### config.mk
export PLATFORM = sky130hd
export DESIGN_NAME = control_unit_p
export DESIGN_NICKNAME = d
export VERILOG_FILES = /design/src/rtl/control_unit_p.sv
export SDC_FILE = /design/constraint.sdc
export NUM_CORES = 1
export LEC_CHECK = 0
export ABC_CLOCK_PERIOD_IN_PS = 1500
export BUFFER_PORTS_ARGS = -buffer_cell sky130_fd_sc_hd__buf_4
export CORE_ASPECT_RATIO = 0.7
export CORE_MARGIN = 2
export CORE_UTILIZATION = 38
export DETAILED_ROUTE_END_ITERATION = 10
export GPL_TIMING_DRIVEN = 0
export PLACE_DENSITY = 0.77
export REMOVE_ABC_BUFFERS = 1
export SLEW_MARGIN = 30
export SYNTH_ARGS = -nofsm -noshare
export SYNTH_HDL_FRONTEND = slang
export SYNTH_SLANG_ARGS = --single-unit
### constraint.sdc
create_clock -name i_clk -period 1.5 [get_ports i_clk]
set_clock_uncertainty 0.05 [all_clocks]
set_input_delay 0.3 -clock i_clk [delete_from_list [all_inputs] [get_ports i_clk]]
set_output_delay 0.3 -clock i_clk [all_outputs]
set_load 0.02 [all_outputs]
### src/rtl/control_unit_p.sv
// Multi-cycle instruction sequencer: fetches NFETCH flash words per instruction,
// then decodes and drives the register file, ALU, SRAM, PC and GPIO in EXEC/MEM_WAIT.
module control_unit_p #(
  parameter int DATA_W = 8,
  parameter int REG_AW = 4,
  parameter int PC_W   = 12
) (
  input  logic                  i_clk,
  input  logic                  i_rst,
  input  logic [DATA_W-1:0]     i_flash_data,
  input  logic                  i_flash_valid,
  input  logic [DATA_W-1:0]     i_sram_read_data,
  input  logic [DATA_W-1:0]     i_alu_result,
  input  logic                  i_carry_out,
  input  logic                  i_a_greater,
  input  logic                  i_a_equal,
  input  logic [DATA_W-1:0]     i_in_gpio,
  input  logic [DATA_W-1:0]     i_reg_read_data_a,
  input  logic [DATA_W-1:0]     i_reg_read_data_b,
  output logic [2:0]            o_alu_opcode,
  output logic [DATA_W-1:0]     o_alu_a,
  output logic [DATA_W-1:0]     o_alu_b,
  output logic                  o_sram_write_en,
  output logic [2*REG_AW-1:0]   o_sram_addr,
  output logic [DATA_W-1:0]     o_sram_write_data,
  output logic                  o_pc_inc,
  output logic                  o_pc_load,
  output logic [PC_W-1:0]       o_pc_next,
  output logic                  o_reg_write_en,
  output logic [REG_AW-1:0]     o_reg_write_addr,
  output logic [REG_AW-1:0]     o_reg_read_addr_a,
  output logic [REG_AW-1:0]     o_reg_read_addr_b,
  output logic [DATA_W-1:0]     o_reg_write_data,
  output logic [DATA_W-1:0]     o_out_gpio,
  output logic [2:0]            o_flags
);

  localparam int INSTR_W = 4 + 3*REG_AW;
  localparam int NFETCH  = INSTR_W / DATA_W;
  localparam int K_W     = (NFETCH > 1) ? $clog2(NFETCH) : 1;
  localparam int TGT_W   = 3*REG_AW;

  typedef enum logic [1:0] {
    S_FETCH    = 2'b00,
    S_EXEC     = 2'b01,
    S_MEM_WAIT = 2'b10
  } state_t;

  state_t               r_state;
  state_t               w_state_nxt;
  logic [K_W-1:0]       r_k;
  logic [K_W-1:0]       w_k_nxt;
  logic [INSTR_W-1:0]   r_instr;
  logic [INSTR_W-1:0]   w_instr_nxt;
  logic [2:0]           r_flags;
  logic [2:0]           w_flags_nxt;
  logic [DATA_W-1:0]    r_out_gpio;
  logic [DATA_W-1:0]    w_out_gpio_nxt;

  logic [3:0]           w_opcode;
  logic [REG_AW-1:0]    w_dst;
  logic [REG_AW-1:0]    w_a;
  logic [REG_AW-1:0]    w_b;
  logic [2*REG_AW-1:0]  w_mem_addr;
  logic [TGT_W-1:0]     w_target;
  logic [PC_W-1:0]      w_pc_target;

  assign w_opcode   = r_instr[INSTR_W-1 -: 4];
  assign w_dst      = r_instr[3*REG_AW-1 -: REG_AW];
  assign w_a        = r_instr[2*REG_AW-1 -: REG_AW];
  assign w_b        = r_instr[REG_AW-1:0];
  assign w_mem_addr = {w_a, w_b};
  assign w_target   = r_instr[TGT_W-1:0];

  // Jump target is zero-extended or truncated (LSBs kept) to the PC width
  generate
    if (PC_W > TGT_W) begin : g_pc_ext
      assign w_pc_target = {{(PC_W-TGT_W){1'b0}}, w_target};
    end else begin : g_pc_trunc
      assign w_pc_target = w_target[PC_W-1:0];
    end
  endgenerate

  assign o_flags    = r_flags;
  assign o_out_gpio = r_out_gpio;

  // State, fetch counter, instruction, flags and GPIO registers
  always_ff @(posedge i_clk) begin
    if (i_rst) begin
      r_state    <= S_FETCH;
      r_k        <= '0;
      r_instr    <= '0;
      r_flags    <= 3'b000;
      r_out_gpio <= '0;
    end else begin
      r_state    <= w_state_nxt;
      r_k        <= w_k_nxt;
      r_instr    <= w_instr_nxt;
      r_flags    <= w_flags_nxt;
      r_out_gpio <= w_out_gpio_nxt;
    end
  end

  // Next-state and decode; reset forces every strobe and data output to zero
  always_comb begin
    w_state_nxt       = r_state;
    w_k_nxt           = r_k;
    w_instr_nxt       = r_instr;
    w_flags_nxt       = r_flags;
    w_out_gpio_nxt    = r_out_gpio;
    o_alu_opcode      = 3'b000;
    o_alu_a           = '0;
    o_alu_b           = '0;
    o_sram_write_en   = 1'b0;
    o_sram_addr       = '0;
    o_sram_write_data = '0;
    o_pc_inc          = 1'b0;
    o_pc_load         = 1'b0;
    o_pc_next         = '0;
    o_reg_write_en    = 1'b0;
    o_reg_write_addr  = '0;
    o_reg_read_addr_a = '0;
    o_reg_read_addr_b = '0;
    o_reg_write_data  = '0;

    if (i_rst) begin
      w_state_nxt = S_FETCH;
    end else begin
      case (r_state)
        S_FETCH: begin
          if (i_flash_valid) begin
            o_pc_inc = 1'b1;
            // word k lands MS-first: k=0 fills the top slice
            for (int w = 0; w < NFETCH; w++) begin
              if (r_k == K_W'(NFETCH-1-w)) begin
                w_instr_nxt[w*DATA_W +: DATA_W] = i_flash_data;
              end else begin
                w_instr_nxt[w*DATA_W +: DATA_W] = r_instr[w*DATA_W +: DATA_W];
              end
            end
            if (r_k == K_W'(NFETCH-1)) begin
              w_k_nxt     = '0;
              w_state_nxt = S_EXEC;
            end else begin
              w_k_nxt     = r_k + K_W'(1);
              w_state_nxt = S_FETCH;
            end
          end else begin
            w_state_nxt = S_FETCH;
          end
        end

        S_EXEC: begin
          w_state_nxt = S_FETCH;
          case (w_opcode)
            4'h0, 4'h1, 4'h2, 4'h3, 4'h4, 4'h5, 4'h6, 4'h7: begin
              o_reg_read_addr_a = w_a;
              o_reg_read_addr_b = w_b;
              o_alu_a           = i_reg_read_data_a;
              o_alu_b           = i_reg_read_data_b;
              o_alu_opcode      = w_opcode[2:0];
              o_reg_write_en    = 1'b1;
              o_reg_write_addr  = w_dst;
              o_reg_write_data  = i_alu_result;
              w_flags_nxt       = {i_carry_out, i_a_greater, i_a_equal};
            end
            4'h8: begin
              o_sram_addr = w_mem_addr;
              w_state_nxt = S_MEM_WAIT;
            end
            4'h9: begin
              o_reg_read_addr_a = w_dst;
              o_sram_addr       = w_mem_addr;
              o_sram_write_data = i_reg_read_data_a;
              o_sram_write_en   = 1'b1;
            end
            4'hA: begin
              o_pc_load = 1'b1;
              o_pc_next = w_pc_target;
            end
            4'hB: begin
              if (r_flags[0]) begin
                o_pc_load = 1'b1;
                o_pc_next = w_pc_target;
              end else begin
                o_pc_load = 1'b0;
              end
            end
            4'hC: begin
              if (r_flags[1]) begin
                o_pc_load = 1'b1;
                o_pc_next = w_pc_target;
              end else begin
                o_pc_load = 1'b0;
              end
            end
            4'hD: begin
              if (r_flags[2]) begin
                o_pc_load = 1'b1;
                o_pc_next = w_pc_target;
              end else begin
                o_pc_load = 1'b0;
              end
            end
            4'hE: begin
              o_reg_write_en   = 1'b1;
              o_reg_write_addr = w_dst;
              o_reg_write_data = i_in_gpio;
            end
            4'hF: begin
              o_reg_read_addr_a = w_dst;
              w_out_gpio_nxt    = i_reg_read_data_a;
            end
            default: begin
              w_state_nxt = S_FETCH;
            end
          endcase
        end

        S_MEM_WAIT: begin
          o_sram_addr      = w_mem_addr;
          o_reg_write_en   = 1'b1;
          o_reg_write_addr = w_dst;
          o_reg_write_data = i_sram_read_data;
          w_state_nxt      = S_FETCH;
        end

        default: begin
          w_state_nxt = S_FETCH;
          w_k_nxt     = '0;
        end
      endcase
    end
  end

endmodule

==> results_dict.tcl <==
set metrics [dict create \
    min_period_over_period 1.390 \
    htreeDepth 2 \
    switching_share 0.2740 \
    async_flop_share 0 \
    hold_path_class "in -> reg" \
    grt_pass1_vias 2132 \
    portBuffers 135 \
    grt_first_pass_wirelength_microns 10720 \
    power.switching_mw 0.5260 \
    cts_made_buffers 5 \
    cts_tree "built" \
    worstHoldStart "i_a_greater" \
    syn_area_per_cell_sq_um 8.133 \
    placed_cell_area_sq_um 2994 \
    hold_viol 0 \
    worstMarginPinSlew_ps 432.9 \
    start_util 0.3887 \
    routed_via_density 5.043 \
    crit_type "reg -> out" \
    status "finished with violations" \
    drtAntennaViolNets 0 \
    clk_pin_slew_ps 60 \
    vias 2325 \
    grt_setup_unrepaired "yes" \
    layout.nets 445 \
    p_leak_nw 1.688 \
    violations "negative setup slack" \
    p_int_mw 1.394 \
    worstPathRequired_ps 1150 \
    critPathCaptureType "primary output" \
    holdWs_ps 197.9 \
    dp.cells 433 \
    cts_max_path_buffers 2 \
    r2r_setup_slack_ps -120 \
    ys_types 35 \
    tns_ps -36840 \
    root_buffer "clkbuf_8" \
    p_seq_frac 0.461 \
    synth-seq-area-share 0.3002 \
    die_x_microns 90.73 \
    synth_edf_count 0 \
    die_area_sq_um 5870 \
    slew_headroom 0.7114 \
    cp-start-kind "register" \
    synth_cells 246 \
    core_area_sq_um 5147 \
    remaining_drc_errors 0 \
    hold_buffers 0 \
    dp_hpwl_microns 4365 \
    diodes 0 \
    ioPinCount 136 \
    drt_iter0_drc 166 \
    fin_area_sq_um 3854 \
    die_y_microns 64.71 \
    grt_overflow_total 0 \
    max_freq_mhz 479.5 \
    worst_r2r_startpoint "r_state[1]" \
    power_frac_comb 0.185 \
    power_density_nw_per_um2 498.1 \
    critPathLaunch "r_state[1]" \
    synth_ff_type "dfxtp_1" \
    num_rows 22 \
    grt_start_max_net_pins 43 \
    drive_gt1_frac 0.6504 \
    path_max_fanout 8 \
    drt_wl_total_microns 7535 \
    power.share.clock 0.354 \
    grt_usage 0.2292 \
    ys_warn_count 0 \
    setup_violations 79 \
    syn-cell-area_sq_um 2001 \
    firstDrtPassIters 4 \
    slew_violations 0 \
    syn2layout_area_growth_pct 92.62 \
    clock_latency_ps 280 \
    preCtsSetupSlack_ps -838.3 \
    cap_violations 0 \
    clock_sinks 30 \
    ys_ff_latch 30 \
    setup_ws_ps -585.6 \
    gp_congestion 0.7431 \
    arrival_ps 1740 \
    antenna_found_initial 0 \
    wire_per_inst_microns 16.34 \
    period_needed_ps 2086 \
    instances_no_fill 461 \
    peakVddDrop_mv 0.3303 \
]
## worst max-delay path, cell delays in order, from the launching register on
cell       delay (ps)
dfxtp_2           340
inv_4              70
ha_4              170
buf_6             130
nand4bb_4         120
a21oi_4           310
and2_4            200
buf_6             110
## cell usage after synthesis, drive strengths merged, types with 2 or more instances
master,n,area (sq um)
dfxtp,30,600.6
nand2b,18,112.6
ha,3,37.54
nand3b,2,15.01
nor2b,3,18.77
nand4b,3,26.28
a22o,4,35.03
and2,44,275.3
nand2,13,48.80
nand3,9,45.04
buf,15,87.58
inv,4,15.01
nor2,21,78.83
clkbuf,5,22.52
a21oi,22,113.9
a22oi,8,60.06
mux2i,27,270.3
and3,2,17.52
## metal layers
metal,global-route usage,share of wire,vias to the layer above
met5,0,0,-
met4,0.05769,0.011,0
met3,0.07209,0.078,9
met2,0.3815,0.49,108
met1,0.2899,0.42,1095
li1,-,-,1113
## power by group through the flow
stage | Combinational [mW] | Clock (mW) | Sequential (mW)
after detailed placement | 0.287 | 0 | 0.882
after global routing | 0.378 | 0.725 | 0.888
after CTS | 0.325 | 0.675 | 0.871
after floorplan | 0.123 | 0 | 0.873
final | 0.355 | 0.680 | 0.884
after global placement | 0.281 | 0 | 0.881
## state kept, by name (all words and copies together) (netlist names)
| name | flops |
|---|---|
| o_flags | 3 |
| r_instr | 16 |
| r_state | 2 |
| o_out_gpio | 8 |
| r_k | 1 |
## worst paths after layout
| check | to | depth (start not counted) |
|---|---|---|
| worst max-delay path | o_sram_addr[3] | 7 |
| worst max register to register | o_out_gpio[2] | 6 |
| worst min register to register | o_out_gpio[1] | 2 |
| worst min-delay path | o_flags[1] | 3 |
## layout by cell type, fill, tap and decap left out, types with 2 or more instances in the layout
master	n
nand2_1	4
mux2i_1	27
nand3b_1	2
and2_1	5
clkbuf_8	6
nand2b_1	17
buf_4	86
a21oi_2	13
and3_4	2
dfxtp_4	2
nor2b_4	2
ha_4	3
a22o_1	4
inv_4	2
a21oi_1	8
nor3b_4	2
nand4b_1	3
inv_1	2
dfxtp_2	4
nor2_1	20
dfxtp_1	24
a22oi_1	7
nand2_2	9
and2_4	39
nand3_1	8
buf_6	67
## per-stage QoR
step / total power [mW] / util
global placement: 1.161 / 0.5817
finish: 1.920 / 0.7487
CTS: 1.872 / 0.6857
detailed placement: 1.169 / 0.5817
global route: 1.991 / 0.7487
floorplan: 0.9965 / -
## cells by family after synthesis
group,share of synthesized area
AND/OR/NAND/NOR,0.3546
AO/OA/AOI/OAI,0.1245
flip-flops,0.3002
multiplexers,0.1351
buffers and inverters,0.06253
adder cells (fa/ha/maj),0.01876
XOR/XNOR,0.004379
## layout make-up
type                            count  area (sq um)
Clock buffer                        7         86.33
Clock inverter                      1         5.005
Fill cell                         349          1294
Inverter                            4         20.02
Multi-Input combinational cell    194          1639
Sequential cell                    30         613.1
Tap cell                           72         90.09
Timing Repair Buffer              153          1400
## timing repair
action	CTS	global route
gates resized for setup	106	71
buffers inserted	10	6
cloned	2	2
pin swaps	22	33
setup endpoints to repair	100	88
(Power assumes the default switching activity.)
